File: src/rtl/timebase_pkg.sv
// Shared encodings and defaults for the timebase controller and its divider.
package timebase_pkg;

  localparam int DIV_W         = 9;
  localparam int SEC_W         = 7;
  localparam int DIV_DEFAULT_P = 10;
  localparam int SEC_COUNT_P   = 100;

  typedef enum logic [1:0] {
    OP_RUN   = 2'b00,
    OP_PAUSE = 2'b01,
    OP_STEP  = 2'b10,
    OP_LOAD  = 2'b11
  } cmd_op_e;

  typedef enum logic [1:0] {
    ST_IDLE  = 2'b00,
    ST_RUN   = 2'b01,
    ST_PAUSE = 2'b10,
    ST_STEP  = 2'b11
  } state_e;

endpackage

File: src/rtl/timebase_ctrl_tick_counter.sv
// Period divider: counts 1..period_i while enabled and flags the terminal count.
module tick_counter
  import timebase_pkg::*;
(
  input  logic             clk_i,
  input  logic             rst_i,
  input  logic             enable_i,
  input  logic             restart_i,
  input  logic [DIV_W-1:0] period_i,
  output logic             wrap_o
);

  logic [DIV_W-1:0] cnt_q;
  logic [DIV_W-1:0] cnt_d;

  // A restart wins over a coincident terminal count, so that wrap is suppressed.
  always_comb begin
    wrap_o = enable_i && !restart_i && (cnt_q == period_i);
    cnt_d  = cnt_q;
    if (restart_i || wrap_o) begin
      cnt_d = DIV_W'(1);
    end else if (enable_i) begin
      cnt_d = cnt_q + DIV_W'(1);
    end
  end

  always_ff @(posedge clk_i) begin
    if (rst_i) begin
      cnt_q <= DIV_W'(1);
    end else begin
      cnt_q <= cnt_d;
    end
  end

endmodule

File: src/rtl/timebase_ctrl.sv
// Timebase controller: run/pause/step/load FSM producing 100 Hz and 1 Hz enable pulses.
module timebase_ctrl
  import timebase_pkg::*;
#(
  parameter int DIV_DEFAULT = DIV_DEFAULT_P,
  parameter int SEC_COUNT   = SEC_COUNT_P
) (
  input  logic             clk_in,
  input  logic             rst,
  input  logic             cmd_valid,
  output logic             cmd_ready,
  input  logic [1:0]       cmd_op,
  input  logic [DIV_W-1:0] cmd_div,
  output logic             tick_100hz,
  output logic             tick_1hz,
  output logic [1:0]       state,
  output logic             cfg_err
);

  state_e           state_q;
  logic             cmd_ready_q;
  logic             tick_100hz_q;
  logic             tick_1hz_q;
  logic             cfg_err_q;
  logic [DIV_W-1:0] div_reg_q;
  logic [SEC_W-1:0] sec_cnt_q;
  logic [SEC_W-1:0] sec_cnt_d;

  cmd_op_e op;
  logic    cmd_accept;
  logic    step_go;
  logic    load_ok;
  logic    load_bad;
  logic    wrap;
  logic    advance;
  logic    sec_wrap;

  tick_counter u_tick_counter (
    .clk_i     (clk_in),
    .rst_i     (rst),
    .enable_i  (state_q == ST_RUN),
    .restart_i (load_ok || step_go),
    .period_i  (div_reg_q),
    .wrap_o    (wrap)
  );

  // A step behaves like one forced divider wrap.
  always_comb begin
    op         = cmd_op_e'(cmd_op);
    cmd_accept = cmd_valid && cmd_ready_q;
    step_go    = cmd_accept && (op == OP_STEP);
    load_ok    = cmd_accept && (op == OP_LOAD) && (cmd_div != '0);
    load_bad   = cmd_accept && (op == OP_LOAD) && (cmd_div == '0);
    advance    = wrap || step_go;
    sec_wrap   = (sec_cnt_q == SEC_W'(SEC_COUNT - 1));
    sec_cnt_d  = sec_cnt_q;
    if (advance) begin
      sec_cnt_d = sec_wrap ? '0 : sec_cnt_q + SEC_W'(1);
    end
  end

  always_ff @(posedge clk_in) begin
    if (rst) begin
      state_q      <= ST_IDLE;
      cmd_ready_q  <= 1'b1;
      tick_100hz_q <= 1'b0;
      tick_1hz_q   <= 1'b0;
      cfg_err_q    <= 1'b0;
      div_reg_q    <= DIV_W'(DIV_DEFAULT);
      sec_cnt_q    <= '0;
    end else begin
      tick_100hz_q <= advance;
      tick_1hz_q   <= advance && sec_wrap;
      cfg_err_q    <= load_bad;
      sec_cnt_q    <= sec_cnt_d;
      cmd_ready_q  <= 1'b1;
      if (load_ok) begin
        div_reg_q <= cmd_div;
      end
      if (state_q == ST_STEP) begin
        state_q <= ST_PAUSE;
      end else if (cmd_accept) begin
        case (op)
          OP_RUN:   state_q <= ST_RUN;
          OP_PAUSE: state_q <= ST_PAUSE;
          OP_STEP: begin
            state_q     <= ST_STEP;
            cmd_ready_q <= 1'b0;
          end
          default: ;
        endcase
      end
    end
  end

  assign cmd_ready  = cmd_ready_q;
  assign tick_100hz = tick_100hz_q;
  assign tick_1hz   = tick_1hz_q;
  assign cfg_err    = cfg_err_q;
  assign state      = state_q;

endmodule

File: config.mk
export PLATFORM = sky130hd
export DESIGN_NAME = timebase_ctrl
export DESIGN_NICKNAME = d
export VERILOG_FILES = /design/src/rtl/timebase_pkg.sv /design/src/rtl/timebase_ctrl_tick_counter.sv /design/src/rtl/timebase_ctrl.sv
export SDC_FILE = /design/constraint.sdc
export NUM_CORES = 1
export LEC_CHECK = 0
export ABC_CLOCK_PERIOD_IN_PS = 3100
export BUFFER_PORTS_ARGS = -buffer_cell sky130_fd_sc_hd__buf_2
export CAP_MARGIN = 20
export CORE_UTILIZATION = 55
export CTS_CLUSTER_DIAMETER = 60
export CTS_CLUSTER_SIZE = 30
export DETAILED_ROUTE_END_ITERATION = 16
export HOLD_SLACK_MARGIN = 0.12
export PLACE_DENSITY_LB_ADDON = 0.15
export SYNTH_ARGS = -nofsm -noshare
export SYNTH_HDL_FRONTEND = slang
export SYNTH_HIERARCHICAL = 1
export SYNTH_SLANG_ARGS = --single-unit
File: constraint.sdc
create_clock -name clk_in -period 3.1 [get_ports clk_in]
set_input_delay 0.775 -clock clk_in [delete_from_list [all_inputs] [get_ports clk_in]]
set_output_delay 0.775 -clock clk_in [all_outputs]
set_load 0.005 [all_outputs]
==> reports/metrics.yaml, run 1 <==
synth_xor_area_share_pct: 9.730
port_buffers: 19
syn_inst: 174
syn_avg_cell_area_um2: 9.312
path_clk_slew_ps: 90
rr_endpoint: "sec_cnt_q[5]$_SDFFE_PP0P_"
period_share_pct: 88.76
final_common_cell: "dfxtp_1"
grt_first_pass_wirelength_um: 5106
synth-seq-area-share_pct: 38.30
most-common-layout-cells: "31 x dfxtp_1, 19 x buf_2, 15 x nor2_1, 15 x xnor2_1, 13 x nand2b_1"
hold_buffers: 0
start_util_pct: 58.25
post-route-util_pct: 63.61
final-hold-violation-count: 0
muxShareOfSynthArea_pct: 3.089
yosys.area_share.simple_pct: 24.56
synth_nets: 195
vias: 1259
finalSetupViolations: 0
synth_cell_type_count: 42
fin_cells: 226
clock_sinks: 31
fp.dieW_um: 56.28
fin_tns_setup_ps: 0
dp_hpwl_um: 2214
post-cts-setup-buffers: 0
critPathLaunchType: "primary input"
dieHeight_um: 56.28
vias_per_cell: 5.571
grt_max_degree: 31
layout-drive-gt1-share_pct: 18.97
synth-compound-area-share_pct: 14.29
hold_class: "register to register"
ys_seq_elements: 31
synth_top_family_by_area: "simple AND/OR/NAND/NOR gates"
wl_um: 3010
final-max-slew-violation-count: 0
path_max_fanout: 14
antenna_left: 0
path_class: "primary input to register"
clock-root-buffer: "clkbuf_4"
pin_count: 20
cp_data_arrival_time_ps: 2980
grt_usage_pct: 20.55
min_to: "div_reg_q[0]$_SDFFE_PP0P_"
first_pass_iters: 4
outcome: "complete, no violations"
reg2reg_slack_ps: 750
synth_edf_count: 0
htree_num_levels: 2
rows: 19
worstPathRequired_ps: 3320
critical-path-max-stage-delay_ps: 590
cts_tree: "yes"
grt_overflow: 0
fillCellCount: 250
diodes: 0
dp_cells: 220
drt_iter0_drc: 40
worst_pin_slew_ps: 664.0
critPathTopFamily: "simple AND/OR/NAND/NOR gates"
rsz0062_at_grt: "false"
clk-insertion-delay-late_ps: 310
r2r_cells: 6
relSlewSlack_pct: 55.59
cp_slowest_cell: "or4b_1"
leakage_nw: 0.6107
grt_pass1_vias: 1234
gp_congestion: 0.8039
clockBufferDepth: 2
ys.warnings.count: 6
clock_skew_ps: 7.240
min_path_cells: 2
async_reset_ff_share_pct: 0
p_total_mw: 0.7016
powerDensity_mw_per_mm2: 396.6
die-area_mm2: 0.003167
fin_nets: 217
drc: 0
hold_start: "div_reg_q[0]$_SDFFE_PP0P_"
clock.fmax_mhz: 363.4
maxCapViolations: 0
r2r_start: "state[0]$_SDFFE_PP0P_"
peakVddDrop_uv: 288.6
path_buf_inv: 1
crit_chain: "buf_2, nor4_2, a31oi_1, o21ba_2, nand3b_2, nor3_1, a31oi_2, or4b_1, o31ai_1"
finalCriticalPeriod_ps: 2752
synthAdderAreaFrac_pct: 5.405
numCtsBuffers: 5
ys.flop_type: "dfxtp_1"
syn-cell-area_mm2: 0.001620
avgRoutedWirePerCell_um: 13.32
endpoint_kind: "register"
syn_to_final_growth_pct: 9.189
cts_resized: 0
antenna_found_initial: 0
core_area_mm2: 0.002781
[per-stage QoR]
stage | setup slack [ps] | cell area [um^2] | hold WS, ps
after floorplan | 328.9 | 1620 | 459.3
after global placement | 83.72 | 1728 | 474.9
after detailed placement | -4.389 | 1728 | 480.1
after CTS | 316.4 | 1769 | 494.1
after global routing | 98.04 | 1769 | 517.1
final | 348.3 | 1769 | 487.0
[metal layers]
| layer | up-vias | global-route usage (%) | part of all wire [%] |
|---|---|---|---|
| met2 | 23 | 35.03 | 47 |
| met5 | - | 0 | 0 |
| li1 | 660 | - | - |
| met3 | 2 | 4.147 | 2.9 |
| met4 | 0 | 7.317 | 0.70 |
| met1 | 574 | 25.77 | 50 |
[state kept, by name, indices dropped and copies added (netlist names)]
| register | flops |
|---|---|
| tick_100hz | 1 |
| tick_1hz | 1 |
| sec_cnt_q | 7 |
| cfg_err | 1 |
| state | 2 |
| cmd_ready | 1 |
| div_reg_q | 9 |
| u_tick_counter/cnt_q | 9 |
[cell families after synthesis]
family | Yosys count
adders and majority gates | 7
DFF | 31
muxes | 5
AOI/OAI and AO/OA | 27
xor gates and xnor gates | 18
and+or+nand+nor | 72
buffers and inverters | 14
[report_power, final]
group	internal, mW	total [mW]	leakage [nW]	switching [mW]
clock	0.0806	0.204	0.0242	0.123
sequential	0.408	0.419	0.251	0.0104
combinational	0.0374	0.0791	0.335	0.0417
total	0.526	0.702	0.611	0.175
[final cells by class]
type | instances | area [um^2] | area share [%]
multi-input cells | 129 | 924.6 | 52.26
flip-flops and latches | 31 | 620.6 | 35.08
repair buffers | 22 | 117.6 | 6.648
clock buffers | 6 | 41.29 | 2.334
well taps | 31 | 38.79 | 2.192
inverters | 7 | 26.28 | 1.485
[worst min-delay path, cell delays in order, from the launching register on]
cell,delay (ps)
dfxtp_1,320
nand2b_1,60
o21ai_0,60
[cell usage after synthesis (2+ instances only)]
cell type	count	area [um^2]
a21oi_1	5	25.02
a221o_1	2	20.02
a31o_2	2	17.52
a31oi_2	2	25.02
buf_6	2	22.52
clkbuf_2	2	10.01
dfxtp_1	31	620.6
ha_1	7	87.58
inv_1	7	26.28
mux2i_1	5	50.05
nand2_1	11	41.29
nand2b_1	13	81.33
nand3_1	4	20.02
nand3b_1	3	22.52
nand4_1	5	31.28
nor2_1	15	56.30
nor3_1	10	50.05
o21ai_0	6	30.03
o31ai_1	2	15.01
or3_1	2	12.51
xnor2_1	15	131.4
xor2_1	3	26.28
[worst max path at each step]
stage | from | endpoint | slack, ps | cells past startpoint
finish | cmd_div[5] | sec_cnt_q[5]$_SDFFE_PP0P_ | 350 | 9
global route | cmd_div[5] | sec_cnt_q[4]$_SDFFE_PP0P_ | 100 | 9
CTS | cmd_div[5] | sec_cnt_q[5]$_SDFFE_PP0P_ | 320 | 9
detailed placement | cmd_div[5] | sec_cnt_q[5]$_SDFFE_PP0P_ | -4 | 9
global placement | cmd_div[5] | sec_cnt_q[4]$_SDFFE_PP0P_ | 80 | 9
floorplan | cmd_div[5] | sec_cnt_q[5]$_SDFFE_PP0P_ | 330 | 8
Power figures use the tool's default switching activity.
==> run 2: changes to the inputs <==
--- a/config.mk
+++ b/config.mk
@@ -9,11 +9,12 @@
 export BUFFER_PORTS_ARGS = -buffer_cell sky130_fd_sc_hd__buf_2
 export CAP_MARGIN = 20
 export CORE_UTILIZATION = 55
+export CTS_BUF_LIST = sky130_fd_sc_hd__clkbuf_4 sky130_fd_sc_hd__clkbuf_8
 export CTS_CLUSTER_DIAMETER = 60
 export CTS_CLUSTER_SIZE = 30
 export DETAILED_ROUTE_END_ITERATION = 16
 export HOLD_SLACK_MARGIN = 0.12
-export PLACE_DENSITY_LB_ADDON = 0.15
+export PLACE_DENSITY = 0.75
 export SYNTH_ARGS = -nofsm -noshare
 export SYNTH_HDL_FRONTEND = slang
 export SYNTH_HIERARCHICAL = 1
==> run 2 against run 1 <==
Clock skew is 5.9 ps higher. Setup slack better by 60 ps. Sequential share of layout area is 0.30 points lower. First-iteration DRC count is 2.5% higher. Register-to-register slack better by 70 ps.
==> reports/metrics.yaml, run 2 (synthesis results as in run 1) <==
outcome: "complete, no violations"
finalCriticalPeriod_ps: 2691
relSlewSlack_pct: 63.74
hold_buffers: 0
wl_um: 3023
path_class: "primary input to register"
htree_num_levels: 2
path_clk_slew_ps: 100
reg_top3: "div_reg_q x9, u_tick_counter/cnt_q x9, sec_cnt_q x7"
grt_max_degree: 31
clock_skew_ps: 13.17
clock_sinks: 31
peakVddDrop_uv: 279.5
start_util_pct: 58.25
worstPathRequired_ps: 3360
dieHeight_um: 56.28
fin_nets: 217
fp.dieW_um: 56.28
grt_overflow: 0
antenna_left: 0
fin_tns_setup_ps: 0
pin_count: 20
clock-root-buffer: "clkbuf_4"
most-common-layout-cells: "31 x dfxtp_1, 19 x buf_2, 15 x nor2_1, 15 x xnor2_1, 13 x nand2b_1"
maxCapViolations: 0
grt_usage_pct: 21.60
final-hold-violation-count: 0
clockBufferDepth: 2
antenna_found_initial: 0
vias: 1279
leakage_nw: 0.6198
cts_tree: "yes"
core_area_mm2: 0.002781
powerDensity_mw_per_mm2: 412.8
cp_data_arrival_time_ps: 2950
drc: 0
finalSetupViolations: 0
gp_congestion: 0.8671
grt_first_pass_wirelength_um: 5313
numCtsBuffers: 5
rsz0062_at_grt: "false"
fillCellCount: 255
post-route-util_pct: 64.15
hold_class: "register to register"
vias_per_cell: 5.634
worst_pin_slew_ps: 542.8
period_share_pct: 86.81
dp_hpwl_um: 2284
critPathLaunchType: "primary input"
avgRoutedWirePerCell_um: 13.32
cts_resized: 0
layout-drive-gt1-share_pct: 19.90
diodes: 0
path_max_fanout: 11
clock.fmax_mhz: 371.6
clk-insertion-delay-late_ps: 330
grt_pass1_vias: 1214
port_buffers: 19
die-area_mm2: 0.003167
syn_to_final_growth_pct: 10.12
endpoint_kind: "register"
rows: 19
final-max-slew-violation-count: 0
final_common_cell: "dfxtp_1"
first_pass_iters: 4
drt_iter0_drc: 41
post-cts-setup-buffers: 0
run 2: final timing paths:
check                                               start                   endpoint  slack [ps]  cells after the start
worst max-delay path                           cmd_div[5]  sec_cnt_q[4]$_SDFFE_PP0P_         410                      9
worst min-delay path            div_reg_q[5]$_SDFFE_PP0P_  div_reg_q[5]$_SDFFE_PP0P_         500                      2
worst max register to register      state[0]$_SDFFE_PP0P_  sec_cnt_q[4]$_SDFFE_PP0P_         820                      6
worst min register to register  div_reg_q[5]$_SDFFE_PP0P_  div_reg_q[5]$_SDFFE_PP0P_         500                      2
run 2: critical path: stages:
cell,delay [ps]
buf_2,110
nor4_2,320
a31oi_1,130
o21ba_2,220
nand3b_2,230
nor3_1,310
a31oi_2,150
or4_1,530
a21oi_1,170
run 2: power by group:
part / switching (mW) / internal [mW]
clock network: 0.133 / 0.105
registers: 0.0108 / 0.408
logic: 0.0421 / 0.0374
run 2: final cells by class:
class	count	area, um^2	area share, %
inverters	7	26.28	1.473
well taps	31	38.79	2.174
repair buffers	22	117.6	6.592
multi-input cells	129	924.6	51.82
flip-flops and latches	31	620.6	34.78
clock buffers	6	51.30	2.875
clock inverters	1	5.005	0.2805
run 2: per-layer routing:
layer	vias to the layer above	part of all wire (%)	track usage, %
li1	654	-	-
met1	588	48	26.87
met2	29	45	34.86
met3	8	5.2	7.143
met4	0	1.8	8.014
met5	-	0	0
run 2: through the flow:
step	setup WS, ps	power (mW)	instance area (um^2)	std cells	hold slack (ps)
2_1_floorplan	328.9	0.4838	1620	174	459.3
3_3_place_gp	143.6	0.5035	1728	220	474.2
3_5_place_dp	51.25	0.5078	1728	220	483.0
4_1_cts	397.9	0.7411	1784	227	497.8
5_1_grt	277.1	0.7709	1784	227	529.3
6_report	408.8	0.7364	1784	227	496.8
==> run 3: changes to the inputs <==
--- a/config.mk
+++ b/config.mk
@@ -15,6 +15,7 @@
 export DETAILED_ROUTE_END_ITERATION = 16
 export HOLD_SLACK_MARGIN = 0.12
 export PLACE_DENSITY = 0.75
+export RECOVER_POWER = 100
 export SYNTH_ARGS = -nofsm -noshare
 export SYNTH_HDL_FRONTEND = slang
 export SYNTH_HIERARCHICAL = 1
==> run 3 against run 2 <==
Die area is the same. Via count grew 1.3%. Critical path type unchanged. Largest power group unchanged. Total power shrank 1.1%. Critical path depth is the same. First-iteration DRC count shrank 34%. Core utilization shrank 1.3 points. Highest routed layer unchanged. Sequential cell count is the same. Clock-buffer cell count is the same.
==> reports/metrics.yaml, run 3 (synthesis results as in run 1) <==
hold_start: "div_reg_q[5]$_SDFFE_PP0P_"
gp_congestion: 0.8671
relSlewSlack_pct: 29.33
vias: 1295
grt_pass1_vias: 1214
pin_count: 20
leakage_nw: 0.5996
hold_class: "register to register"
crit_start: "cmd_div[5]"
post-route-util_pct: 62.89
port_buffers: 19
use_met2_pct: 34.86
drc: 0
grt_usage_pct: 21.60
final-max-slew-violation-count: 0
dieHeight_um: 56.28
dp_hpwl_um: 2284
grt_overflow: 0
endpoint_kind: "register"
clk-insertion-delay-late_ps: 320
post-cts-setup-buffers: 0
outcome: "complete, no violations"
powerDensity_mw_per_mm2: 416.4
grt_first_pass_wirelength_um: 5313
fin_nets: 217
avgRoutedWirePerCell_um: 13.37
rsz0062_at_grt: "false"
worst_pin_slew_ps: 1060
drt_iter0_drc: 27
placed_area_mm2: 0.001728
peakVddDrop_uv: 278.9
cts_tree: "yes"
r2r_start: "cmd_ready$_SDFF_PP1_"
wl_um: 3035
path_class: "primary input to register"
grtUsageMet3_pct: 7.143
critPathLaunchType: "primary input"
clockBufferDepth: 2
clock_sinks: 31
antenna_found_initial: 0
layout-drive-gt1-share_pct: 15.82
die-area_mm2: 0.003167
path_clk_slew_ps: 90
grt_use_met1_pct: 26.87
clock.fmax_mhz: 369.9
clock_skew_ps: 10.31
cts_resized: 0
diodes: 0
fin_area_mm2: 0.001749
core_area_mm2: 0.002781
path_max_fanout: 11
cp_data_arrival_time_ps: 2950
antenna_left: 0
start_util_pct: 58.25
rows: 19
htree_num_levels: 2
finalSetupViolations: 0
reg_top3: "div_reg_q x9, u_tick_counter/cnt_q x9, sec_cnt_q x7"
syn_to_final_growth_pct: 7.954
busiest_layer: "met2"
maxCapViolations: 0
final_common_cell: "dfxtp_1"
period_share_pct: 87.21
fp.dieW_um: 56.28
first_pass_iters: 4
final-hold-violation-count: 0
grt_max_degree: 31
fin_tns_setup_ps: 0
hold_buffers: 0
clock-root-buffer: "clkbuf_4"
most-common-layout-cells: "31 x dfxtp_1, 15 x nor2_1, 15 x xnor2_1, 15 x buf_2, 13 x nand2b_1"
worstPathRequired_ps: 3340
numCtsBuffers: 5
vias_per_cell: 5.705
finalCriticalPeriod_ps: 2703
run 3: critical path, cell delays in order:
cell and delay, ps:
buf_2 110, nor4_2 320, a31oi_1 130, o21ba_2 210, nand3b_2 200, nor3_1 260
a31oi_1 200, or4_1 570, a21oi_1 160
run 3: cell type report:
cell class                      instances  area [um^2]
Clock buffer                            6        51.30
Clock inverter                          1        5.005
Fill cell                             263         1032
Inverter                                7        26.28
Multi-Input combinational cell        129        898.4
Sequential cell                        31        620.6
Tap cell                               31        38.79
Timing Repair Buffer                   22        108.9
run 3: where the power goes:
part / switching, mW / internal (mW)
logic: 0.0400 / 0.0356
registers: 0.0108 / 0.408
clock network: 0.129 / 0.105
run 3: final timing paths:
| path | endpoint | slack (ps) | cells after the start |
|---|---|---|---|
| worst max-delay path | sec_cnt_q[4]$_SDFFE_PP0P_ | 400 | 9 |
| worst min-delay path | div_reg_q[5]$_SDFFE_PP0P_ | 500 | 2 |
| worst max register to register | sec_cnt_q[5]$_SDFFE_PP0P_ | 680 | 8 |
| worst min register to register | div_reg_q[5]$_SDFFE_PP0P_ | 500 | 2 |
run 3: stage by stage:
| step | total power, mW | setup WS, ps | hold WS (ps) | std cells |
|---|---|---|---|---|
| finish | 0.7283 | 396.5 | 497.1 | 227 |
| detailed placement | 0.5078 | 51.25 | 483.0 | 220 |
| CTS | 0.7411 | 397.9 | 497.8 | 227 |
| global route | 0.7668 | 176.1 | 529.3 | 227 |
| global placement | 0.5035 | 143.6 | 474.2 | 220 |
| floorplan | 0.4838 | 328.9 | 459.3 | 174 |
run 3: routing by layer:
layer  vias to the layer above  wire length [um]
li1                        653                 -
met3                         4               161
met5                         -                 0
met4                         0                29
met1                       601              1411
met2                        37              1433
